## config.mk

```make
export PLATFORM = sky130hd
export DESIGN_NAME = counter_ctrl
export DESIGN_NICKNAME = d
export VERILOG_FILES = /design/src/rtl/counter_ctrl.sv
export SDC_FILE = /design/constraint.sdc
export NUM_CORES = 1
export LEC_CHECK = 0
export CORE_MARGIN = 2
export CORE_UTILIZATION = 63
export CTS_BUF_LIST = sky130_fd_sc_hd__clkbuf_8
export CTS_CLUSTER_DIAMETER = 150
export DETAILED_ROUTE_END_ITERATION = 8
export GPL_TIMING_DRIVEN = 0
export PLACE_DENSITY = 0.9
export SLEW_MARGIN = 10
export SYNTH_ARGS = -nofsm -noshare
export SYNTH_HDL_FRONTEND = slang
export SYNTH_SLANG_ARGS = --single-unit
```

## constraint.sdc

```tcl
create_clock -name clk -period 2.3 [get_ports clk]
set_input_delay 0.69 -clock clk [delete_from_list [all_inputs] [get_ports clk]]
set_output_delay 0.69 -clock clk [all_outputs]
set_load 0.02 [all_outputs]
```

## src/rtl/counter_ctrl.sv

```systemverilog
// counter_ctrl: synchronizes and debounces four push-buttons and sequences the
// clear/run/hold level controls of the up/down counter. Optional macro: PAUSE_TIMEOUT_EN.
module counter_ctrl #(
  parameter int unsigned DEB_CNT   = 50000,
  parameter int unsigned DEB_W     = 16,
  parameter int unsigned CLR_LEN   = 2,
  parameter int unsigned PAUSE_MAX = 1000000
) (
  input  logic       clk,
  input  logic       rst_n,
  input  logic       btn_clear_raw,
  input  logic       btn_pause_raw,
  input  logic       btn_mode_raw,
  input  logic       btn_dir_raw,
  output logic       clear,
  output logic       pause,
  output logic       mode,
  output logic       incr,
  output logic [1:0] state
);

  localparam int unsigned NBTN    = 4;
  localparam int unsigned B_CLR   = 0;
  localparam int unsigned B_PAUSE = 1;
  localparam int unsigned B_MODE  = 2;
  localparam int unsigned B_DIR   = 3;
  localparam int unsigned CLR_W   = (CLR_LEN > 1) ? $clog2(CLR_LEN) : 1;

  typedef enum logic [1:0] {
    ST_CLR  = 2'b00,
    ST_RUN  = 2'b01,
    ST_HOLD = 2'b10
  } state_e;

  logic [NBTN-1:0] btn_raw;
  logic [NBTN-1:0] ev;

  assign btn_raw = {btn_dir_raw, btn_mode_raw, btn_pause_raw, btn_clear_raw};

  // Per-button synchronizer, debouncer and registered rising-edge pulse
  for (genvar g = 0; g < NBTN; g++) begin : g_btn
    logic             s1_q;
    logic             s2_q;
    logic             deb_q;
    logic             deb_d;
    logic             deb_dly_q;
    logic             ev_q;
    logic [DEB_W-1:0] cnt_q;
    logic [DEB_W-1:0] cnt_d;

    always_comb begin
      deb_d = deb_q;
      cnt_d = '0;
      if (s2_q != deb_q) begin
        if (cnt_q == DEB_W'(DEB_CNT - 1)) begin
          deb_d = s2_q;
        end else begin
          cnt_d = cnt_q + DEB_W'(1);
        end
      end
    end

    always_ff @(posedge clk or negedge rst_n) begin
      if (!rst_n) begin
        s1_q      <= 1'b0;
        s2_q      <= 1'b0;
        deb_q     <= 1'b0;
        deb_dly_q <= 1'b0;
        ev_q      <= 1'b0;
        cnt_q     <= '0;
      end else begin
        s1_q      <= btn_raw[g];
        s2_q      <= s1_q;
        deb_q     <= deb_d;
        deb_dly_q <= deb_q;
        ev_q      <= deb_q & ~deb_dly_q;
        cnt_q     <= cnt_d;
      end
    end

    assign ev[g] = ev_q;
  end

  logic clr_ev;
  logic pause_ev;
  logic mode_ev;
  logic dir_ev;

  assign clr_ev   = ev[B_CLR];
  assign pause_ev = ev[B_PAUSE];
  assign mode_ev  = ev[B_MODE];
  assign dir_ev   = ev[B_DIR];

  state_e           state_q;
  state_e           state_d;
  logic [CLR_W-1:0] clr_cnt_q;
  logic [CLR_W-1:0] clr_cnt_d;
  logic             clear_q;
  logic             clear_d;
  logic             pause_q;
  logic             pause_d;
  logic             mode_q;
  logic             mode_d;
  logic             incr_q;
  logic             incr_d;

`ifdef PAUSE_TIMEOUT_EN
  localparam int unsigned TO_W = (PAUSE_MAX > 1) ? $clog2(PAUSE_MAX) : 1;

  logic [TO_W-1:0] to_cnt_q;
  logic [TO_W-1:0] to_cnt_d;
  logic            to_expired;

  assign to_expired = (to_cnt_q == TO_W'(PAUSE_MAX - 1));

  // Idle-cycle count while remaining in HOLD; any exit (event or expiry) restarts it
  always_comb begin
    to_cnt_d = '0;
    if ((state_q == ST_HOLD) && (state_d == ST_HOLD)) begin
      to_cnt_d = to_cnt_q + TO_W'(1);
    end
  end

  always_ff @(posedge clk or negedge rst_n) begin
    if (!rst_n) begin
      to_cnt_q <= '0;
    end else begin
      to_cnt_q <= to_cnt_d;
    end
  end
`endif

  // State register; outputs are registered from their next-state values
  always_ff @(posedge clk or negedge rst_n) begin
    if (!rst_n) begin
      state_q   <= ST_CLR;
      clr_cnt_q <= '0;
      clear_q   <= 1'b1;
      pause_q   <= 1'b0;
      mode_q    <= 1'b0;
      incr_q    <= 1'b1;
    end else begin
      state_q   <= state_d;
      clr_cnt_q <= clr_cnt_d;
      clear_q   <= clear_d;
      pause_q   <= pause_d;
      mode_q    <= mode_d;
      incr_q    <= incr_d;
    end
  end

  // Next-state logic; clear always wins over a simultaneous pause event
  always_comb begin
    state_d   = state_q;
    clr_cnt_d = clr_cnt_q;
    unique case (state_q)
      ST_CLR: begin
        if (clr_ev) begin
          clr_cnt_d = '0;
        end else if (clr_cnt_q == CLR_W'(CLR_LEN - 1)) begin
          state_d   = ST_RUN;
          clr_cnt_d = '0;
        end else begin
          clr_cnt_d = clr_cnt_q + CLR_W'(1);
        end
      end
      ST_RUN: begin
        if (clr_ev) begin
          state_d   = ST_CLR;
          clr_cnt_d = '0;
        end else if (pause_ev) begin
          state_d = ST_HOLD;
        end
      end
      ST_HOLD: begin
        if (clr_ev) begin
          state_d   = ST_CLR;
          clr_cnt_d = '0;
        end else if (pause_ev) begin
          state_d = ST_RUN;
`ifdef PAUSE_TIMEOUT_EN
        end else if (to_expired) begin
          state_d = ST_RUN;
`endif
        end
      end
      default: begin
        state_d   = ST_CLR;
        clr_cnt_d = '0;
      end
    endcase
  end

  // Output decode from next state; mode/incr toggle independently of the FSM
  always_comb begin
    clear_d = (state_d == ST_CLR);
    pause_d = (state_d == ST_HOLD);
    mode_d  = mode_q ^ mode_ev;
    incr_d  = incr_q ^ dir_ev;
  end

  assign clear = clear_q;
  assign pause = pause_q;
  assign mode  = mode_q;
  assign incr  = incr_q;
  assign state = state_q;

endmodule

```

## Yosys cells after proc, flatten, opt, wreduce, memory -nomap -nowiden

Cells that the tools add are included.
Widths: inputs -> output; s select.

| cells by class | value |
|---|---|
| $add $sub $neg | 5 |
| $mul | 0 |
| div/mod/pow operators | 0 |
| $lt $le $gt $ge | 0 |
| eq/ne operators | 12 |
| shift-type cells | 0 |
| muxes and demuxes | 19 |
| bitwise gates (word level) | 10 |
| reductions and logical operators | 7 |

Operator list:

| operator | count |
|---|---|
| $mux 16 | 8 |
| $add 16x1->16 const B | 4 |
| $eq 16x16->1 const B | 4 |
| $mux 2 | 6 |
| $reduce_and 2->1 | 4 |
| $pmux 2 s3 | 1 |
| $and 1x1->1 | 4 |
| $eq 2x2->1 const B | 2 |
| $logic_not 2->1 | 2 |
| $ne 1x1->1 | 4 |
| $not 1->1 | 4 |
| $mux 1 | 3 |
| $eq 2x1->1 const B | 1 |
| $ne 2x1->1 const B | 1 |
| $pmux 1 s2 | 1 |
| $reduce_or 2->1 | 1 |
| $xor 1x1->1 | 2 |
| $add 1x1->1 const B | 1 |

| storage, ports and cells | value |
|---|---|
| bits in registers | 91 |
| latch bits | 0 |
| memory bits (writable) | 0 |
| ROM bits | 0 |
| input port bits | 6 |
| output and inout bits | 6 |
| logic and storage cells | 83 |
| memories kept | 0 |

## Depth between registers and ports, before layout

| logic depth | value |
|---|---|
| depth after elaboration | 4 |
| mapped depth | 6 |
| mapped depth without buffers | 6 |

## Worst setup path before layout

Ideal clock, no wire load.

| path | value |
|---|---|
| path type | reg2reg |
| start | register g_btn[0].cnt_q[10] |
| end | register g_btn[0].cnt_q[10] |
| library setup time | 119 ps |
| data arrival time | 1534 ps |
| required time | 2181 ps |
| setup slack | 648 ps |
| stages on the path, launching flop included | 5 |
| path buffers | 1 |
| period minus slack after synthesis | 1652 ps |
| path through | dfrtp_1 or3_1 o41ai_4 buf_6 nor2_1 |

| between the ends | value |
|---|---|
| word-level cells in the longest chain between the ends | 3 |
| elaborated cells on any way between the ends | 4 |
| classes of those cells | add/sub: 1; eq/ne: 1; mux: 2 |

Ends and longest elaborated chain:

| item | RTL line | text |
|---|---|---|
| start, declared | 48 | `logic [DEB_W-1:0] cnt_q;` |
| start signal, assigned | 77 | `cnt_q <= cnt_d;` |
| $add 16x1->16 / $eq 16x16->1 (equally long branches) | 58, 55 |  |
| $mux 16 * | 55 | `if (cnt_q == DEB_W'(DEB_CNT - 1)) begin` |
| $mux 16 * | 54 | `if (s2_q != deb_q) begin` |
| via g_btn[0].cnt_d[10] | 49 | `logic [DEB_W-1:0] cnt_d;` |

The timed path passes the listed nets; every way through them passes the cells marked *.
A chain may end at the register's enable or synchronous reset.

## Final worst setup path

| path | value |
|---|---|
| start | register incr_q (netlist: incr) |
| end | output port incr |

RTL lines:

| item | RTL line | text |
|---|---|---|
| start, declared | 104 | `logic incr_q;` |
| start signal, assigned | 148 | `incr_q <= incr_d;` |
| end, declared | 18 | `output logic incr,` |

No word-level cell between the ends.

==> summary.md <==
| Metric | Value |
|---|---|
| Cell count after synthesis | 380 |
| Arrival time worst endpoint | 1.49 ns |
| Crit path time final | 2.18 ns |
| Post-synthesis sequential area ratio | 55.4% |
| Final setup viols | 0 |
| Synth Register Bits | 91 |
| DR vias | 2788 |
| Area Growth Syn to Fin | 10.9% |
| Die width | 84.8 microns |
| Reg area | 0.00228 sq mm |
| DR WL/cell | 14.6 microns |
| WP data required | 1.61 ns |
| Primary FF master, synth | dfrtp_1 |
| Routed vias/inst | 5.75 |
| CP max FO | 2 |
| Post-CTS setup buffers | 0 |
| Slew Limit Fails | 0 |
| Hold buffer count at CTS | 0 |
| IO Port Bufs | 11 |
| Die Y | 84.8 microns |
| Post-synth EDFFs | 0 |
| Setup Crit Path Kind | register to output port |
| Final hold viol count | 0 |
| Remaining DRCs | 0 |
| CTS tree | yes |
| CP max-delay cell | clkdlybuf4s50_1 |
| FP Rows | 29 |
| DRT Wirelength | 7060 microns |
| Nets | 417 |
| Clk pin slew, worst setup/hold paths | 0.08 ns |
| Final RePlAce weighted congestion | 0.794 |
| Detailed Route Iter0 Violations | 168 |
| FILL cells | 400 |
| Worst-Skew Late Latency | 0.36 ns |
| Fmax | 458 MHz |
| Mapped Area | 0.00411 sq mm |
| Initial core utilization | 64.8% |
| PwrDens | 640 mW/mm^2 |
| CP startpoint kind | register |
| Syn Area/Cell | 10.8 sq um |
| Share of layout cells above drive strength 1 | 8.09% |
| Global-route wire length before repair | 12600 microns |
| Post-DP HPWL | 4560 microns |
| Leak | 0.00194 uW |
| Vias in the first global route | 2830 |
| Library cells used by synthesis | 33 |
| Top cell type's share of synthesized area | 54.1% |
| CP peak stage delay | 0.60 ns |
| Core Region | 0.00635 sq mm |
| Cell with the most instances after synthesis | dfrtp_1 |
| Asr flop ratio synth | 100% |
| Gr usage total | 21.8% |
| Post-route setup slack | 0.118 ns |
| Skew final | 0.00932 ns |
| CTS Buf Count | 9 |
| Dpl ws | 0.372 ns |
| Die area | 0.00719 sq mm |
| RSZ-0062 raised after global routing | false |
| Syn Nets | 394 |
| Area of the multi-input gates | 0.00175 sq mm |
| Synth area leaders | dfrtp_1 (54%), xnor2_1 (9.6%), nor2_1 (6.5%) |
| Cell taking the most area after synthesis | dfrtp_1 |
| Root buffer cell | clkbuf_8 |
| GRT overflow | 0 |
| CTS Buffer Depth | 2 |
| Drt first pass iters | 4 |
| Htree depth | 3 |
| Crit path buffers/inverters | 1 |
| Max VDD drop | 0.000539 V |
| Post-synth top cells | dfrtp_1 (89), nor2_1 (71), xnor2_1 (45) |
| ANT nets after route | 0 |
| CP top delay family | buffers and inverters |
| Worst-Margin Slew | 0.515 ns |
| Ys Warns | 0 |
| Fin util | 71.8% |
| Status | finished clean |
| Largest net degree at the start of global routing | 64 |
| Worst Setup End Kind | output port |
| Antenna diodes | 0 |
| Max-Cap Viols | 0 |
| Hold Path Class | input port to async pin |
| CP Cell Sequence | clkdlybuf4s50_1 |
| Initial antenna violation count | 0 |
| Max-slew headroom | 65.6% |
| Sink Count | 91 |
| Top Ports | 12 |
| Post-CTS Resized | 0 |
| Period Utilization, post-route | 94.9% |
==> worst paths after layout <==
kind	from	to	slack [ns]	cells after the start
max	incr	incr	0.12	1
min	rst_n	g_btn[3].deb_dly_q	0.25	1
max reg2reg	g_btn[3].cnt_q[0]	g_btn[3].cnt_q[13]	0.34	6
min reg2reg	g_btn[1].s1_q	g_btn[1].s2_q	0.36	0
max in group asynchronous	rst_n	clear	1.40	2
min in group clk	g_btn[1].s1_q	g_btn[1].s2_q	0.36	0
==> flip-flops by register name (all words and copies together) (netlist names), 2 cells and up <==
name	cells
g_btn.cnt_q	64
g_btn.deb_dly_q	4
g_btn.deb_q	4
g_btn.ev_q	2
g_btn.s1_q	4
g_btn.s2_q	4
state	2
==> placed cells by master, fill, tap and decap left out, types with 2 or more instances in the layout <==
cell,count
o221ai_1,2
nand4_1,16
xor2_1,15
dfrtp_1,89
clkbuf_8,9
bufinv_16,2
clkinv_2,3
dfstp_2,2
nand2_1,17
and3_1,7
clkbuf_1,2
nor2_1,71
ha_1,8
clkinv_4,2
nor4b_1,2
nand3_1,22
nor4b_2,2
buf_6,2
clkdlybuf4s50_1,10
nor4bb_1,3
mux2_2,4
nor2b_1,7
nor4_1,17
nand3b_1,3
nor3_1,13
o41ai_4,2
inv_1,15
xnor2_1,45
a21oi_1,5
==> stage by stage <==
step / total power, uW / std cells / instance area, sq um / hold slack (ns) / TNS (ns)
after CTS: 2940 / 485 / 4560 / 0.260 / 0
after global routing: 3020 / 485 / 4560 / 0.278 / 0
after floorplan: 1720 / 380 / 4110 / 0.331 / 0
after detailed placement: 1780 / 469 / 4350 / 0.338 / 0
after global placement: 1770 / 468 / 4320 / 0.334 / -229.31
final: 2920 / 485 / 4560 / 0.255 / 0
==> where the power goes <==
part	leakage (uW)	switching, uW	internal (uW)
Clock	0.000113	564	610
Combinational	0.000592	65.2	37.0
Sequential	0.00123	20.6	1620
==> metal layers <==
metal / wire, microns / vias up / GRT usage [%] / share of wire (%)
li1: - / 1346 / - / -
met1: 3310 / 1364 / 30.8 / 47
met2: 3420 / 65 / 33.6 / 48
met3: 234 / 13 / 4.67 / 3.3
met4: 97 / 0 / 8.51 / 1.4
met5: 0 / - / 0 / 0
==> logic make-up (layout without fill, tap and decap cells) <==
family,Yosys count,count (layout),synth area share [%]
adders and majority gates,8,8,2.43
muxes,4,4,1.09
DFF,91,91,55.4
AOI/OAI and AO/OA,11,11,2.68
and+or+nand+nor,187,187,23.5
xor gates and xnor gates,60,60,12.8
buffers and inverters,19,47,2.10
==> cell type report <==
type	count	share of cell area (%)
well taps	77	2.11
inverters	15	1.23
multi-input cells	270	38.3
flip-flops and latches	91	50.0
clock inverters	7	2.03
clock buffers	9	2.72
repair buffers	12	2.96
plain buffers	4	0.658
No activity file was read; power rests on OpenSTA's default activity.
